## src/rtl/fetch_unit.sv

```systemverilog
// fetch_unit: PC register feeding a 2-entry {pc, instr} queue toward decode.
// Optional feature macro FETCH_MISALIGN_CHECK_EN: misaligned redirects halt fetch and raise a sticky flag.

`ifndef BITS32
`define BITS32 [31:0]
`endif
`ifndef START_OF_MEM
`define START_OF_MEM 32'h0000_0000
`endif

module fetch_unit (
  input  logic         clk,
  input  logic         reset,
  output logic `BITS32 imem_addr,
  input  logic `BITS32 imem_instr,
  input  logic         redirect_valid,
  input  logic `BITS32 redirect_pc,
  input  logic         halt_req,
  output logic         dec_valid,
  input  logic         dec_ready,
  output logic `BITS32 dec_instr,
  output logic `BITS32 dec_pc,
  output logic         fetch_misaligned
);

  typedef enum logic [1:0] {
    HOLD   = 2'd0,
    RUN    = 2'd1,
    HALTED = 2'd2
  } state_t;

  state_t       state, state_nxt;
  logic `BITS32 pc, pc_nxt;
  logic `BITS32 q_pc    [2];
  logic `BITS32 q_instr [2];
  logic         rd_ptr, wr_ptr;
  logic [1:0]   count;
  logic         enq, deq, misalign;

  function automatic logic `BITS32 word_align(input logic `BITS32 addr);
    return addr & 32'hFFFF_FFFC;
  endfunction

  assign deq       = dec_valid && dec_ready;
  assign imem_addr = pc;
  assign dec_valid = (count != 2'd0);
  assign dec_pc    = q_pc[rd_ptr];
  assign dec_instr = q_instr[rd_ptr];

`ifdef FETCH_MISALIGN_CHECK_EN
  assign misalign = redirect_valid && (redirect_pc[1:0] != 2'b00);

  always_ff @(posedge clk or posedge reset) begin
    if (reset) begin
      fetch_misaligned <= 1'b0;
    end else if (misalign) begin
      fetch_misaligned <= 1'b1;
    end
  end
`else
  assign misalign         = 1'b0;
  assign fetch_misaligned = 1'b0;
`endif

  // Next-state: a redirect overrides everything, including a pending halt.
  always_comb begin
    state_nxt = state;
    pc_nxt    = pc;
    enq       = 1'b0;
    if (redirect_valid) begin
      pc_nxt    = word_align(redirect_pc);
      state_nxt = misalign ? HALTED : RUN;
    end else begin
      unique case (state)
        HOLD: state_nxt = RUN;
        RUN: begin
          if ((count < 2'd2) || deq) begin
            enq    = 1'b1;
            pc_nxt = pc + 32'd4;
          end
          if (halt_req) begin
            state_nxt = HALTED;
          end
        end
        HALTED: state_nxt = HALTED;
        default: state_nxt = HOLD;
      endcase
    end
  end

  always_ff @(posedge clk or posedge reset) begin
    if (reset) begin
      state <= HOLD;
      pc    <= `START_OF_MEM;
    end else begin
      state <= state_nxt;
      pc    <= pc_nxt;
    end
  end

  // Fetch -> decode queue boundary; entries cleared on reset so decode sees zeros.
  always_ff @(posedge clk or posedge reset) begin
    if (reset) begin
      for (int i = 0; i < 2; i++) begin
        q_pc[i]    <= '0;
        q_instr[i] <= '0;
      end
      rd_ptr <= 1'b0;
      wr_ptr <= 1'b0;
      count  <= 2'd0;
    end else if (redirect_valid) begin
      rd_ptr <= 1'b0;
      wr_ptr <= 1'b0;
      count  <= 2'd0;
    end else begin
      if (enq) begin
        q_pc[wr_ptr]    <= pc;
        q_instr[wr_ptr] <= imem_instr;
        wr_ptr          <= ~wr_ptr;
      end
      if (deq) begin
        rd_ptr <= ~rd_ptr;
      end
      unique case ({enq, deq})
        2'b10:   count <= count + 2'd1;
        2'b01:   count <= count - 2'd1;
        default: count <= count;
      endcase
    end
  end

endmodule

```

## config.mk

```make
export PLATFORM = sky130hd
export DESIGN_NAME = fetch_unit
export DESIGN_NICKNAME = d
export VERILOG_FILES = /design/src/rtl/fetch_unit.sv
export SDC_FILE = /design/constraint.sdc
export NUM_CORES = 1
export LEC_CHECK = 0
export CAP_MARGIN = 20
export CORE_MARGIN = 2
export CORE_UTILIZATION = 45
export CTS_CLUSTER_DIAMETER = 150
export CTS_CLUSTER_SIZE = 40
export DETAILED_ROUTE_END_ITERATION = 10
export PLACE_DENSITY = 0.74
export SYNTH_ARGS = -nofsm -noshare
export SYNTH_HDL_FRONTEND = slang
export SYNTH_SLANG_ARGS = --single-unit
```

## constraint.sdc

```tcl
create_clock -name clk -period 7.8 [get_ports clk]
set_input_delay 1.56 -clock clk [delete_from_list [all_inputs] [get_ports clk]]
set_output_delay 1.56 -clock clk [all_outputs]
set_load 0.02 [all_outputs]
```

==> results of run 1 <==
==> metal layers <==
| layer | part of all wire, % | vias up | GRT usage [%] |
|---|---|---|---|
| li1 | - | 2583 | - |
| met1 | 42 | 2853 | 25.8 |
| met3 | 6.9 | 26 | 5.99 |
| met4 | 1.4 | 0 | 6.25 |
| met5 | 0 | - | 0 |
| met2 | 50 | 188 | 35.6 |
==> synth_stat cells (6+ instances only) <==
| master | count | area share (%) |
|---|---|---|
| mux2_2 | 182 | 26 |
| dfrtp_1 | 160 | 51 |
| nand2_1 | 31 | 1.5 |
| nand4_1 | 27 | 2.2 |
| nand3_1 | 26 | 1.7 |
| clkbuf_1 | 25 | 1.2 |
| buf_2 | 18 | 1.2 |
| o21ai_0 | 17 | 1.1 |
| nor2b_1 | 14 | 1.1 |
| nor2_1 | 13 | 0.63 |
| o31ai_1 | 12 | 1.2 |
| a21oi_1 | 9 | 0.58 |
| inv_1 | 8 | 0.39 |
| xor2_1 | 8 | 0.90 |
| a22oi_1 | 7 | 0.67 |
| nor4_1 | 7 | 0.56 |
| nor3_1 | 6 | 0.39 |
==> logic make-up (layout without fill, tap and decap cells) <==
kind of cell,Yosys count,count (layout),synth area share [%]
AO/OA/AOI/OAI,65,65,5.99
XOR/XNOR,9,9,1.01
adder cells (fa/ha/maj),3,3,0.482
buffers and inverters,60,208,3.53
flip-flops,160,160,51.4
multiplexers,184,184,26.5
other,1,6,0.0481
AND/OR/NAND/NOR,154,154,11.0
==> power breakdown <==
group	switching [uW]	total (uW)	internal, uW
sequential	219	1400	1180
clock	326	805	480
combinational	729	1640	916
total	1270	3850	2580
==> worst paths after layout <==
check | end | slack (ns) | start | cells past startpoint
max in group asynchronous | q_pc[38]$_DFFE_PP0P_ | 5.10 | reset | 4
worst max register to register | q_instr[40]$_DFFE_PP0P_ | 5.10 | state[1]$_DFFE_PP0P_ | 6
worst min-delay path | q_pc[25]$_DFFE_PP0P_ | 0.48 | q_pc[25]$_DFFE_PP0P_ | 2
worst min register to register | q_pc[25]$_DFFE_PP0P_ | 0.48 | q_pc[25]$_DFFE_PP0P_ | 2
min in group asynchronous | q_instr[12]$_DFFE_PP0P_ | 1.66 | reset | 2
worst max-delay path | dec_pc[27] | 3.46 | rd_ptr$_DFFE_PP0P_ | 3
==> final cells by class <==
type | count | area share, %
diodes | 1 | 0.0247
clock inverters | 9 | 1.09
flip-flops and latches | 160 | 39.6
well taps | 225 | 2.78
clock buffers | 23 | 4.53
repair buffers | 168 | 16.6
inverters | 8 | 0.346
multi-input cells | 420 | 35.0
==> sequential cells by signal, indices dropped and copies added (netlist names) <==
| register | count |
|---|---|
| imem_addr | 30 |
| wr_ptr | 1 |
| rd_ptr | 1 |
| count | 2 |
| q_pc | 60 |
| state | 2 |
| q_instr | 64 |
==> critical path, delay by kind of cell, from the launching register on <==
| kind | cells | cell delay (ns) |
|---|---|---|
| multiplexers | 1 | 0.40 |
| buffers and inverters | 2 | 1.15 |
| flip-flops | 1 | 0.78 |
==> stage by stage <==
| stage | cells | setup slack [ns] |
|---|---|---|
| finish | 1014 | 3.46 |
| global route | 1013 | 3.35 |
| CTS | 1012 | 3.42 |
| detailed placement | 980 | 3.53 |
| global placement | 979 | 2.87 |
| floorplan | 640 | 1.92 |
==> placed cells by master (no fill, tap or decap), drive strengths merged, types with 2 or more instances in the layout <==
cell           netlist  layout
mux2               182     182
dfrtp              160     160
clkdlybuf4s50        0     158
nand2               31      31
nand4               28      28
nand3               27      27
clkbuf              26      23
o21ai               17      17
o31ai               16      16
nor2b               14      14
nor2                13      13
buf                 26      10
a21oi                9       9
xor2                 8       8
inv                  8       8
nor4                 7       7
a22oi                7       7
nor3                 7       7
and3                 5       5
conb                 1       5
o311ai               5       5
nand2b               4       4
nor3b                4       4
clkinv               0       4
nand3b               3       3
and2                 3       3
nor4b                3       3
o21a                 3       3
ha                   3       3
clkinvlp             0       3
o211ai               2       2
mux2i                2       2
o31a                 2       2
a31oi                2       2
bufinv               0       2
or4                  2       2
==> impl_metrics.ini, run 1 <==
[run_status]
status = finished clean

[floorplanning]
die_h_um = 136
initial_utilization_pct = 45.5
dieArea_mm2 = 0.0184
ioPinCount = 167
coreArea_mm2 = 0.0171
core.rowCount = 48
die_w_um = 136

[synth]
ys_ff_latch = 160
synth_area_per_cell_um2 = 12.3
synth_area_mm2 = 0.00780
ys_warn_count = 0
synthDistinctLibCells = 49
async_flop_share_pct = 100
synth_seq_area_share_pct = 51.4
synth_flop_cell = dfrtp_1
synth_edf_count = 0
syn_inst = 636

[min_path]
hp-class = reg -> reg

[clock_network]
cts_hold_buf = 0
tritoncts.num_buffers = 17
cts_resized = 0
cts_sinks = 160
clkSlewWorstSetupHoldPaths_ns = 0.06
htree_levels = 4
cts_setup_buffers = 0
cts-root-buf = clkbuf_16
worstSkewPairLatency_ns = 0.42
cts_tree = built
cts_max_path_buffers = 2

[detailed_routing]
ant_nets = 0
finalWirelength_um = 19000
drt_first_pass_iters = 5
drc = 0
num_vias = 5650
wire_per_inst_um = 18.7
viasPerCell = 5.57
drt_iter0_markers = 287

[global_routing]
grt_pass1_vias = 5879
grt-ovfl-total = 0
grt_pass1_wl_um = 30100
grt_max_degree = 82
antenna_found_initial = 1
track_usage_pct = 20.9

[critical_path]
slowest_stage = dfrtp_2
cp-start-kind = flop
crit_fanout = 39
path_class = reg -> out
cp_cell_sequence = buf_4 > mux2_2 > clkdlybuf4s50_1
slowest_delay_ns = 0.78
cp-end-kind = output port
arrival_ns = 2.78
required_ns = 6.24

[placement]
hpwl_um = 12500
gp_congestion = 0.740
dpl-instance-area_mm2 = 0.00951
place.port_buffers = 159

[timing]
period_share_pct = 55.7
skew_ns = 0.00752
tightest_slew_ns = 0.938
hold_viol_final = 0
rsz0062_at_grt = false
slew_violations = 0
period_needed_ns = 4.34
finalSetupTns_ns = 0
relSlewSlack_pct = 37.3
fmax_ghz = 0.230
finalSetupViolations = 0
whs_ns = 0.482

[final_layout]
drive_gt1_share_pct = 29.3
area_delta_synth_final_pct = 29.7
fin_area_mm2 = 0.0101
seq_area_mm2 = 0.00401
nFillCells = 1402
final_core_util_pct = 59.1
multi_input_area_mm2 = 0.00354
nets = 847

[job]
maxCapViolCount = 0

[power_and_ir_drop]
leakage_uw = 0.00406
powerDensity_mw_per_mm2 = 381
power_uw = 3850
ir_drop_uv = 186
Note: power is estimated with default switching activity, not from simulation.
==> run 2: changes to the inputs <==
- PLACE_DENSITY: 0.74 -> 0.77
- clock period: 7.8 -> 3.8 ns (I/O delays scaled with it)
==> impl_metrics.ini, run 2 (synthesis gave the netlist of run 1 again) <==
[run_status]
status = finished clean

[final_layout]
num_antenna_cells = 0
drive_gt1_share_pct = 29.8
nets = 850
stdcell_count = 1016
regMostFlops = q_instr
final_core_util_pct = 59.3
layout_commonest_cell = mux2_2
area_delta_synth_final_pct = 30.1
largest_reg_flops = 64
final_cell_mix = mux2_2 (182), dfrtp_1 (159), clkdlybuf4s50_1 (158)

[critical_path]
arrival_ns = 2.13
slowest_stage = clkdlybuf4s50_1
r2r-start = state[1]$_DFFE_PP0P_
path_class = reg -> out
slowest_delay_ns = 0.58
required_ns = 3.04
r2r_cells = 6
cp-end-kind = output port
crit_fanout = 25
cp_cell_sequence = buf_4 > mux2_2 > clkdlybuf4s50_1
cp-start-kind = flop
r2r-end = q_instr[50]$_DFFE_PP0P_
reg2reg_slack_ns = 1.38

[global_routing]
grt_max_degree = 79
grt_pass1_wl_um = 29400
antenna_found_initial = 1
grt-ovfl-total = 0
track_usage_pct = 20.3
grt_pass1_vias = 5827

[power_and_ir_drop]
seqPwrFrac_pct = 36.2
clkPwrFrac_pct = 20.4
ir_drop_uv = 367
switching_share_pct = 33.0
comb_power_share_pct = 43.3
power.internal_uw = 5270
powerDensity_mw_per_mm2 = 776
leakage_uw = 0.00408
power_uw = 7870
p_sw_uw = 2600

[min_path]
hp-class = reg -> reg
hp-start = q_pc[19]$_DFFE_PP0P_
hold_depth = 2
holdPathEnd = q_pc[19]$_DFFE_PP0P_

[clock_network]
cts_tree = built
cts_setup_buffers = 0
cts_resized = 0
clkSlewWorstSetupHoldPaths_ns = 0.06
tritoncts.num_buffers = 17
cts_hold_buf = 0
cts_sinks = 160
cts_max_path_buffers = 2
cts-root-buf = clkbuf_16
htree_levels = 4
worstSkewPairLatency_ns = 0.42

[floorplanning]
core.rowCount = 48
die_h_um = 136
initial_utilization_pct = 45.5
coreArea_mm2 = 0.0171
dieArea_mm2 = 0.0184
ioPinCount = 167
die_w_um = 136

[timing]
period_needed_ns = 2.89
skew_ns = 0.00773
period_share_pct = 76.0
hold_viol_final = 0
finalSetupTns_ns = 0
tightest_slew_ns = 0.932
rsz0062_at_grt = false
slew_violations = 0
relSlewSlack_pct = 37.7
fmax_ghz = 0.346
finalSetupViolations = 0

[detailed_routing]
drt_iter0_markers = 287
wire_per_inst_um = 18.4
num_vias = 5684
drt_first_pass_iters = 5
finalWirelength_um = 18600
viasPerCell = 5.59
ant_nets = 0
drc = 0

[job]
maxCapViolCount = 0

[placement]
gp_congestion = 0.778
place.port_buffers = 159
hpwl_um = 12700
place_inst = 983
[run 2: layer usage]
layer | GRT usage (%) | up-vias | wire (um)
met1 | 26.0 | 2828 | 7880
li1 | - | 2602 | -
met2 | 32.7 | 209 | 9000
met4 | 9.49 | 2 | 515
met3 | 4.90 | 43 | 1240
met5 | 0 | - | 12
[run 2: stage by stage]
step           cell area, um^2  hold WS (ns)  worst slack (ns)
6_report                 10100         0.494             0.913
5_1_grt                  10100         0.512             0.833
4_1_cts                  10100         0.501             0.887
3_5_place_dp              9570         0.476             0.590
3_3_place_gp              9570         0.463             0.641
2_1_floorplan             7820         0.444              1.01
[run 2: power by group through the flow]
stage | clock [uW] | combinational, uW | sequential, uW
final | 1610 | 3410 | 2850
after detailed placement | 0 | 3430 | 2870
after global placement | 0 | 3340 | 2790
after CTS | 1650 | 3450 | 2840
after global routing | 1730 | 3640 | 2940
after floorplan | 0 | 2160 | 2770
[run 2: how the worst max path moves through the flow]
stage / end / start / slack (ns)
after global routing: dec_pc[11] / rd_ptr$_DFFE_PP0P_ / 0.83
after CTS: dec_pc[11] / rd_ptr$_DFFE_PP0P_ / 0.89
after global placement: q_instr[45]$_DFFE_PP0P_ / dec_ready / 0.64
final: dec_pc[11] / rd_ptr$_DFFE_PP0P_ / 0.91
after floorplan: count[0]$_DFFE_PP0P_ / reset / 1.01
after detailed placement: q_instr[53]$_DFFE_PP0P_ / dec_ready / 0.59
[run 2: area by class of cell]
type | count | area, um^2
flip-flops and latches | 160 | 4010
repair buffers | 171 | 1730
fillers | 1384 | 6970
multi-input cells | 420 | 3540
well taps | 225 | 282
clock buffers | 23 | 478
clock inverters | 9 | 82.6
inverters | 8 | 33.8
[run 2: critical path, delay by kind of cell (launching register included)]
family / cells / cell delay (ns)
mux: 1 / 0.38
buf+inv: 2 / 0.93
flops: 1 / 0.38
==> run 3: changes to the inputs <==
- clock period: 3.8 -> 2.6 ns (I/O delays scaled with it)
==> impl_metrics.ini, run 3 (synthesis gave the netlist of run 1 again) <==
[clock_network]
cts_tree = built
cts_max_path_buffers = 2
cts-root-buf = clkbuf_16
tritoncts.num_buffers = 17
htree_levels = 4
cts_sinks = 160
worstSkewPairLatency_ns = 0.42
clkSlewWorstSetupHoldPaths_ns = 0.06
cts_hold_buf = 0

[global_routing]
grt_pass1_wl_um = 30200
antenna_found_initial = 0
grt_pass1_vias = 5963
grt_max_degree = 75
grt-ovfl-total = 0
track_usage_pct = 20.8

[final_layout]
drive_gt1_share_pct = 31.5
area_delta_synth_final_pct = 32.2
fin_area_mm2 = 0.0103
nets = 868
layout_commonest_cell = mux2_2
largest_reg_flops = 64
final_core_util_pct = 60.2
num_antenna_cells = 0
regMostFlops = q_instr
final_cell_mix = mux2_2 (182), dfrtp_1 (159), clkdlybuf4s50_1 (139)

[detailed_routing]
drt_first_pass_iters = 5
viasPerCell = 5.65
num_vias = 5832
wire_per_inst_um = 18.4
finalWirelength_um = 19000
drc = 0
drt_iter0_markers = 290
ant_nets = 0

[floorplanning]
coreArea_mm2 = 0.0171
initial_utilization_pct = 45.5
dieArea_mm2 = 0.0184
die_w_um = 136
die_h_um = 136
core.rowCount = 48
ioPinCount = 167

[power_and_ir_drop]
comb_power_share_pct = 43.4
leakage_uw = 0.00420
seqPwrFrac_pct = 36.3
switching_share_pct = 33.5
power.internal_uw = 7630
p_sw_uw = 3840
powerDensity_mw_per_mm2 = 1110
ir_drop_uv = 535
clkPwrFrac_pct = 20.3

[timing]
slew_violations = 0
fmax_ghz = 0.402
rsz0062_at_grt = false
relSlewSlack_pct = 46.6
period_needed_ns = 2.49
skew_ns = 0.00813
hold_viol_final = 0
whs_ns = 0.402
period_share_pct = 95.6
finalSetupViolations = 0
tightest_slew_ns = 0.802
finalSetupTns_ns = 0

[run_status]
status = finished clean

[placement]
hpwl_um = 13000
place.port_buffers = 159
dpl-instance-area_mm2 = 0.00974
gp_congestion = 0.784

[critical_path]
cp_cell_sequence = buf_12 > mux2_2 > clkdlybuf4s50_1
cp-end-kind = output port
crit_fanout = 22
arrival_ns = 1.97
path_buf_inv = 2
path_class = reg -> out
slowest_stage = clkdlybuf4s50_1
cpLargestDelayFamily = buffers and inverters
required_ns = 2.08
slowest_delay_ns = 0.54
cp-start-kind = flop

[job]
maxCapViolCount = 0

[min_path]
hp-class = in -> reg
## run 3: cell types whose count changed in the layout (fill, tap and decap cells not counted), sizes merged
cell and change:
dlygate4sd2 +19, clkdlybuf4s50 -19, buf +17, clkinv -1, clkbuf -2, clkinvlp +2
## run 3: layout make-up
cell class | count | area (um^2)
fill | 1364 | 6810
sequential | 160 | 4010
multi-input combinational | 420 | 3540
timing repair buffer | 189 | 1910
clock buffer | 20 | 457
tap | 225 | 282
clock inverter | 10 | 88.8
inverter | 8 | 33.8
## run 3: power groups by stage
stage	combinational, uW	clock (uW)	sequential [uW]
floorplan	3150	0	4050
global placement	4950	0	4090
detailed placement	5100	0	4200
CTS	4990	2360	4160
global route	5300	2470	4290
finish	4970	2320	4160
## run 3: timing repair
action,4_1_cts,5_1_grt
buffers inserted,0,3
endpoints found under the setup margin,19,19
hold endpoints to repair,0,0
resized for setup,19,0
cloned,0,1
## run 3: metrics by stage
step	power (uW)	worst slack, ns	instances
after floorplan	7210	0.0512	640
after global placement	9040	0.357	998
after detailed placement	9300	0.288	998
after CTS	11500	0.0000349	1028
after global routing	12100	0.0532	1032
final	11500	0.114	1032
## run 3: final timing paths
check / startpoint / depth (start not counted) / slack (ns) / to
max reg2reg: imem_addr[14]$_DFFE_PP0P_ / 4 / 0.58 / imem_addr[22]$_DFFE_PP0P_
min reg2reg: q_pc[19]$_DFFE_PP0P_ / 2 / 0.48 / q_pc[19]$_DFFE_PP0P_
max: rd_ptr$_DFFE_PP0P_ / 3 / 0.11 / dec_pc[15]
min: redirect_valid / 2 / 0.40 / count[0]$_DFFE_PP0P_
max in group asynchronous: reset / 3 / 1.42 / q_pc[52]$_DFFE_PP0P_
min in group asynchronous: reset / 2 / 0.53 / q_instr[48]$_DFFE_PP0P_
## run 3: metal layers
| layer | part of all wire [%] | wire, um | up-vias | global-route usage (%) |
|---|---|---|---|---|
| met5 | 0 | 0 | - | 0 |
| met4 | 2.1 | 405 | 0 | 6.42 |
| met3 | 6.2 | 1180 | 36 | 4.90 |
| met2 | 49 | 9280 | 212 | 35.2 |
| met1 | 43 | 8140 | 2942 | 26.6 |
| li1 | - | - | 2642 | - |
